`src/rtl/cpmath_pkg.sv`:
```
// Shared encodings for the CPMath multicycle controller: opcodes, FSM states,
// ALU operation and ALU B-operand select codes, and the registered control word.
package cpmath_pkg;

  localparam int CP_OPW    = 6;
  localparam int CP_ALUOPW = 3;

  localparam logic [5:0] OP_ADDI = 6'h08;
  localparam logic [5:0] OP_ANDI = 6'h0C;
  localparam logic [5:0] OP_ORI  = 6'h0D;
  localparam logic [5:0] OP_LW   = 6'h23;
  localparam logic [5:0] OP_SW   = 6'h2B;
  localparam logic [5:0] OP_BEQ  = 6'h04;
  localparam logic [5:0] OP_HALT = 6'h3F;

  localparam logic [2:0] ALU_ADD = 3'b000;
  localparam logic [2:0] ALU_SUB = 3'b001;
  localparam logic [2:0] ALU_AND = 3'b010;
  localparam logic [2:0] ALU_OR  = 3'b011;

  localparam logic [1:0] SRCB_RT      = 2'b00;
  localparam logic [1:0] SRCB_FOUR    = 2'b01;
  localparam logic [1:0] SRCB_IMM     = 2'b10;
  localparam logic [1:0] SRCB_IMM_SH2 = 2'b11;

  typedef enum logic [3:0] {
    S_FETCH     = 4'd0,
    S_IRLD      = 4'd1,
    S_DECODE    = 4'd2,
    S_EXEC_ALU  = 4'd3,
    S_EXEC_ADDR = 4'd4,
    S_MEM_RD    = 4'd5,
    S_MEM_WR    = 4'd6,
    S_WB_ALU    = 4'd7,
    S_WB_MEM    = 4'd8,
    S_BRANCH    = 4'd9,
    S_HALT      = 4'd10
  } state_e;

  typedef struct packed {
    logic       mem_rd;
    logic       mem_wr;
    logic       iord;
    logic       ir_write;
    logic       pc_write;
    logic       pc_write_c;
    logic       pc_src;
    logic       alu_src_a;
    logic [1:0] alu_src_b;
    logic [2:0] alu_op;
    logic       reg_write;
    logic       mem_to_reg;
    logic       halted;
    logic       illegal_op;
  } ctrl_out_t;

endpackage

```
`src/rtl/multicycle_ctrl_opdecode.sv`:
```
// Combinational opcode classifier: instruction class flags plus the ALU
// operation used in the execute step of register-immediate instructions.
module ctrl_opdecode
  import cpmath_pkg::*;
#(
  parameter int OPW    = CP_OPW,
  parameter int ALUOPW = CP_ALUOPW
) (
  input  logic [OPW-1:0]    opcode_i,
  output logic              is_alu_o,
  output logic              is_mem_o,
  output logic              is_ld_o,
  output logic              is_beq_o,
  output logic              is_halt_o,
  output logic              is_bad_o,
  output logic [ALUOPW-1:0] alu_op_o
);

  always_comb begin
    is_alu_o  = 1'b0;
    is_mem_o  = 1'b0;
    is_ld_o   = 1'b0;
    is_beq_o  = 1'b0;
    is_halt_o = 1'b0;
    is_bad_o  = 1'b0;
    alu_op_o  = ALU_ADD;
    case (opcode_i)
      OP_ADDI: is_alu_o = 1'b1;
      OP_ANDI: begin
        is_alu_o = 1'b1;
        alu_op_o = ALU_AND;
      end
      OP_ORI: begin
        is_alu_o = 1'b1;
        alu_op_o = ALU_OR;
      end
      OP_LW: begin
        is_mem_o = 1'b1;
        is_ld_o  = 1'b1;
      end
      OP_SW:   is_mem_o = 1'b1;
      OP_BEQ: begin
        is_beq_o = 1'b1;
        alu_op_o = ALU_SUB;
      end
      OP_HALT: is_halt_o = 1'b1;
      default: is_bad_o = 1'b1;
    endcase
  end

endmodule

```
`src/rtl/multicycle_ctrl.sv`:
```
// Multicycle control FSM for the CPMath core. Every control output is a flop
// loaded from the decode of the next state, so nothing downstream sees a glitch.
module multicycle_ctrl
  import cpmath_pkg::*;
#(
  parameter int OPW    = CP_OPW,
  parameter int ALUOPW = CP_ALUOPW
) (
  input  logic              clk,
  input  logic              rst_n,
  input  logic              run,
  input  logic [OPW-1:0]    opcode,
  input  logic              mem_ready,
  output logic              mem_rd,
  output logic              mem_wr,
  output logic              iord,
  output logic              ir_write,
  output logic              pc_write,
  output logic              pc_write_c,
  output logic              pc_src,
  output logic              alu_src_a,
  output logic [1:0]        alu_src_b,
  output logic [ALUOPW-1:0] alu_op,
  output logic              reg_write,
  output logic              mem_to_reg,
  output logic              halted,
  output logic              illegal_op
);

  state_e    state_q, state_d;
  ctrl_out_t out_q, out_d;

  logic              is_alu, is_mem, is_ld, is_beq, is_halt, is_bad;
  logic [ALUOPW-1:0] dec_alu_op;

  ctrl_opdecode #(.OPW(OPW), .ALUOPW(ALUOPW)) u_opdecode (
    .opcode_i (opcode),
    .is_alu_o (is_alu),
    .is_mem_o (is_mem),
    .is_ld_o  (is_ld),
    .is_beq_o (is_beq),
    .is_halt_o(is_halt),
    .is_bad_o (is_bad),
    .alu_op_o (dec_alu_op)
  );

  always_comb begin
    state_d = state_q;
    case (state_q)
      // The fetch completes only against a request that is actually on the bus.
      S_FETCH:     if (out_q.mem_rd && mem_ready) state_d = S_IRLD;
      S_IRLD:      state_d = S_DECODE;
      S_DECODE: begin
        if (is_alu)       state_d = S_EXEC_ALU;
        else if (is_mem)  state_d = S_EXEC_ADDR;
        else if (is_beq)  state_d = S_BRANCH;
        else if (is_halt) state_d = S_HALT;
        else              state_d = S_FETCH;
      end
      S_EXEC_ALU:  state_d = S_WB_ALU;
      S_EXEC_ADDR: state_d = is_ld ? S_MEM_RD : S_MEM_WR;
      S_MEM_RD:    if (mem_ready) state_d = S_WB_MEM;
      S_MEM_WR:    if (mem_ready) state_d = S_FETCH;
      S_WB_ALU:    state_d = S_FETCH;
      S_WB_MEM:    state_d = S_FETCH;
      S_BRANCH:    state_d = S_FETCH;
      S_HALT:      state_d = S_HALT;
      default:     state_d = S_FETCH;
    endcase
  end

  always_comb begin
    out_d = '0;
    case (state_d)
      S_FETCH: begin
        // Once issued, a fetch request stays up until memory answers it.
        out_d.mem_rd     = run | ((state_q == S_FETCH) & out_q.mem_rd);
        out_d.illegal_op = (state_q == S_DECODE);
      end
      S_IRLD: begin
        out_d.ir_write  = 1'b1;
        out_d.pc_write  = 1'b1;
        out_d.alu_src_b = SRCB_FOUR;
        out_d.alu_op    = ALU_ADD;
      end
      S_DECODE: begin
        out_d.alu_src_b = SRCB_IMM_SH2;
        out_d.alu_op    = ALU_ADD;
      end
      S_EXEC_ALU: begin
        out_d.alu_src_a = 1'b1;
        out_d.alu_src_b = SRCB_IMM;
        out_d.alu_op    = 3'(dec_alu_op);
      end
      S_EXEC_ADDR: begin
        out_d.alu_src_a = 1'b1;
        out_d.alu_src_b = SRCB_IMM;
        out_d.alu_op    = ALU_ADD;
      end
      S_MEM_RD: begin
        out_d.mem_rd = 1'b1;
        out_d.iord   = 1'b1;
      end
      S_MEM_WR: begin
        out_d.mem_wr = 1'b1;
        out_d.iord   = 1'b1;
      end
      S_WB_ALU:  out_d.reg_write = 1'b1;
      S_WB_MEM: begin
        out_d.reg_write  = 1'b1;
        out_d.mem_to_reg = 1'b1;
      end
      S_BRANCH: begin
        out_d.alu_src_a  = 1'b1;
        out_d.alu_src_b  = SRCB_RT;
        out_d.alu_op     = ALU_SUB;
        out_d.pc_write_c = 1'b1;
        out_d.pc_src     = 1'b1;
      end
      S_HALT:    out_d.halted = 1'b1;
      default:   out_d = '0;
    endcase
  end

  always_ff @(posedge clk or negedge rst_n) begin
    if (!rst_n) begin
      state_q <= S_FETCH;
      out_q   <= '0;
    end else begin
      state_q <= state_d;
      out_q   <= out_d;
    end
  end

  assign mem_rd     = out_q.mem_rd;
  assign mem_wr     = out_q.mem_wr;
  assign iord       = out_q.iord;
  assign ir_write   = out_q.ir_write;
  assign pc_write   = out_q.pc_write;
  assign pc_write_c = out_q.pc_write_c;
  assign pc_src     = out_q.pc_src;
  assign alu_src_a  = out_q.alu_src_a;
  assign alu_src_b  = out_q.alu_src_b;
  assign alu_op     = ALUOPW'(out_q.alu_op);
  assign reg_write  = out_q.reg_write;
  assign mem_to_reg = out_q.mem_to_reg;
  assign halted     = out_q.halted;
  assign illegal_op = out_q.illegal_op;

endmodule

```
`config.mk`:
```
export PLATFORM = sky130hd
export DESIGN_NAME = multicycle_ctrl
export DESIGN_NICKNAME = d
export VERILOG_FILES = /design/src/rtl/cpmath_pkg.sv /design/src/rtl/multicycle_ctrl_opdecode.sv /design/src/rtl/multicycle_ctrl.sv
export SDC_FILE = /design/constraint.sdc
export NUM_CORES = 1
export LEC_CHECK = 0
export ABC_AREA = 0
export BUFFER_PORTS_ARGS = -buffer_cell sky130_fd_sc_hd__buf_2
export CAP_MARGIN = 20
export CORE_ASPECT_RATIO = 2
export CORE_MARGIN = 4
export CORE_UTILIZATION = 39
export DETAILED_ROUTE_END_ITERATION = 12
export GPL_ROUTABILITY_DRIVEN = 0
export SYNTH_ARGS = -nofsm -noshare
export SYNTH_HDL_FRONTEND = slang
export SYNTH_HIERARCHICAL = 1
export SYNTH_SLANG_ARGS = --single-unit
```
`constraint.sdc`:
```
create_clock -name clk -period 2 [get_ports clk]
set_input_delay 0.1 -clock clk [delete_from_list [all_inputs] [get_ports clk]]
set_output_delay 0.1 -clock clk [all_outputs]
set_load 0.005 [all_outputs]
```
; Word level (Yosys, flattened, before mapping)
; Cells that the tools add are included.
[totals]
word_cells = 75
romBits = 0
mem_bits_rw = 0
out_inout_bits = 17
mem_count = 0
register_bits = 21
latchBits = 0
[op_classes]
n_eq_ne = 24
n_lt_le_gt_ge = 0
n_mul = 0
muxes = 26
addsub = 0
n_bitwise = 2
shifts = 0
n_reduce_logical = 8
div_mod_pow = 0
[op_table]
columns = cell, count
row1 = $pmux 4 s8, 1
row2 = $eq 4x3->1 const B, 7
row3 = $mux 4, 7
row4 = $pmux 5 s5, 1
row5 = $eq 6x4->1 const B, 3
row6 = $eq 6x6->1 const B, 3
row7 = $eq 4x2->1 const B, 4
row8 = $eq 4x4->1 const B, 4
row9 = $mux 1, 12
row10 = $eq 4x1->1 const B, 2
row11 = $logic_not 4->1, 2
row12 = $eq 6x3->1 const B, 1
row13 = $mux 2, 3
row14 = $pmux 2 s3, 1
row15 = $reduce_or 2->1, 3
row16 = $reduce_or 3->1, 2
row17 = $pmux 1 s2, 1
row18 = $and 1x1->1, 1
row19 = $logic_and 1x1->1, 1
row20 = $or 1x1->1, 1

; Logic depth before layout (Yosys ltp)
[depth]
depth_word = 10
depth_mapped = 8

; Cells and area by module
; The synthesis kept the hierarchy.
[modules_own_cells]
columns = module, area_per_inst_um2, n_inst, cells_per_inst
row1 = multicycle_ctrl, 937.1, 1, 86
row2 = ctrl_opdecode, 120.1, 1, 18

; Least setup slack after synthesis
; No wires, ideal clock.
[synth_path]
path_kind = input to register
from = input port opcode[5]
to = register out_q (netlist bit alu_op[0])
n_path_buf = 0
setup_ps = 120
arrival_ps = 1574
setup_slack_ps = 305
path_stages = 7
t_required_ps = 1880
path_cell_list = nor3_2 > and4b_1 > nor2_1 > a2111o_1 > a21oi_4 > inv_2 > a41o_1
[synth_rtl]
columns = item, line
row1 = "start, declared", multicycle_ctrl.sv:12  ; input logic [OPW-1:0] opcode,
row2 = "end signal, assigned", multicycle_ctrl.sv:131  ; out_q <= out_d;
row3 = "end, declared", multicycle_ctrl.sv:31  ; ctrl_out_t out_q, out_d;

==> run metrics <==
outcome finished, final reports clean; min Tclk post-route approximately 1.7 ns; hold buffer count at cts 1; I/O Buffers 26; setup TNS 0 ns; clock-pin slew on the worst setup and hold paths 0.07 ns; placed cells around 150; Worst R2R End alu_op[0]; post-synth design cell area ~1000 sq um; Reg with most FFs state_q; power density over the cells 1107 nW/um^2; crit path kind reg2reg; FF-to-FF Start state_q[0]; Post-Route WL 2136 um; area occupied by registers 475.5 sq um; Worst VDD drop about 0.52 mV; aggregate global-route resource usage roughly 14%; Pins Over Slew Limit 0; final setup margin ~0.27 ns; Congestion Overflow GR 0; setup repair bufs after CTS 0; reg-to-reg slack, setup between 0.2 and 0.3 ns; post-layout net count roughly 140; dpl ws 0.1265 ns; Max Cap Violations 0; Crit Path Max Fanout 13; # H-tree levels 1; post-DP HPWL about 1700 um; number of detailed-route iterations in the first pass 4; r2r worst-path depth 4; YS warnings 6; syn nets between 100 and 150; Worst Path Required between 2 and 2.5 ns; combined area of the multi-input logic cells around 470 sq um; die width roughly 44 um; Largest register FFs 4; P&R area growth vs syn 16.12%; Clock Latency Late Sink 0.25 ns; vias per inst 5.248; Worst Setup SP state_q[0]; total number of vias about 800; Tot Pwr 1327 uW; leakage approximately 0.00064 uW; Worst EP arrival approximately 1.9 ns; Final Hold Viols 0; Setup Skew about 0.00088 ns; number of cell rows 26; first-pass GRT wire length around 3600 um; CTS Sinks 19; vias in the first global route between 800 and 900; routed length per instance between 10 and 15 um; ant diodes 0; Resize count post-CTS 0; ANT nets after route 0; I/O pins 27; fill count 263; Num CTS Buffers 3; Initial Utilization between 40% and 50%; core area 2537 sq um; Final Non-Filler Cells about 150; clk root buf clkbuf_8; RSZ-0062 raised after global routing no; Fmax achieved approximately 580 MHz; Final period util between 80% and 90%; largest net degree at the start of global routing 20; Die Y-Extent 80.76 um; Worst Hold Class in2reg; end of the critical path alu_op[0]; initial antenna violation count 0; CP Launch Type flop; 1st-iter DRT viols 18; share of cells above drive strength 1 34.40%; Clock Path Buffers 2; CTS tree yes; Mapped Avg Cell Area just over 10 sq um; die area between 3000 and 4000 sq um; CP endpoint kind flop; Post-Syn Instances 101; # DRC 0; setup violators final 0
-- per-stage QoR --
| step | utilization, % | hold slack (ns) | instance area (sq um) |
|---|---|---|---|
| finish | 47.24 | 0.1124 | 1199 |
| global route | 47.24 | 0.1316 | 1199 |
| CTS | 47.24 | 0.1041 | 1199 |
| detailed placement | 45.02 | 0.06012 | 1142 |
| global placement | 45.02 | 0.05164 | 1142 |
| floorplan | - | -0.1956 | 1032 |
-- report_power, final --
part	total [uW]	switching (uW)	internal (uW)	leakage [uW]
clock	259	121	138	0.0000255
combinational	506	285	220	0.000356
sequential	562	89.4	472	0.000258
total	1330	496	831	0.000639
-- critical path, stage by stage, from the launching register on --
cell      delay (ns)
dfrtp_1         0.51
o311ai_0        0.40
and3_1          0.38
inv_1           0.09
a41o_1          0.23
-- routing by layer --
metal | GRT usage (%) | share of wire (%) | up-vias
li1 | - | - | 395
met1 | 14.05 | 37 | 378
met2 | 24.27 | 56 | 24
met3 | 2.217 | 4.7 | 6
met4 | 8.761 | 2.7 | 0
met5 | 0 | 0 | -
-- worst min path at each step --
stage / startpoint / to / cells past startpoint
6_report: run / mem_rd / 3
5_1_grt: run / mem_rd / 3
4_1_cts: run / mem_rd / 3
3_5_place_dp: rst_n / ir_write / 1
3_3_place_gp: rst_n / ir_write / 1
2_1_floorplan: rst_n / alu_op[0] / 0
-- cell usage in the layout, fill, tap and decap left out, types with 2 or more instances in the layout --
cell and count:
a21oi_1 4, and2_1 2, and3_1 3, and4b_1 2, buf_2 26, clkbuf_8 3, dfrtp_1 19, inv_1 4
inv_2 2, nand2b_1 4, nand3_1 3, nor2_1 11, nor2_4 2, nor2b_1 4, nor3_2 3, o21ai_0 5
xnor2_1 2
-- final cells by class --
type	instances	share of cell area, %
clock buffers	3	3.445
clock inverters	1	0.4175
inverters	6	1.879
multi-input cells	68	39.35
flip-flops and latches	19	39.67
well taps	28	2.923
repair buffers	28	12.32
No activity file was read; power rests on OpenSTA's default activity.
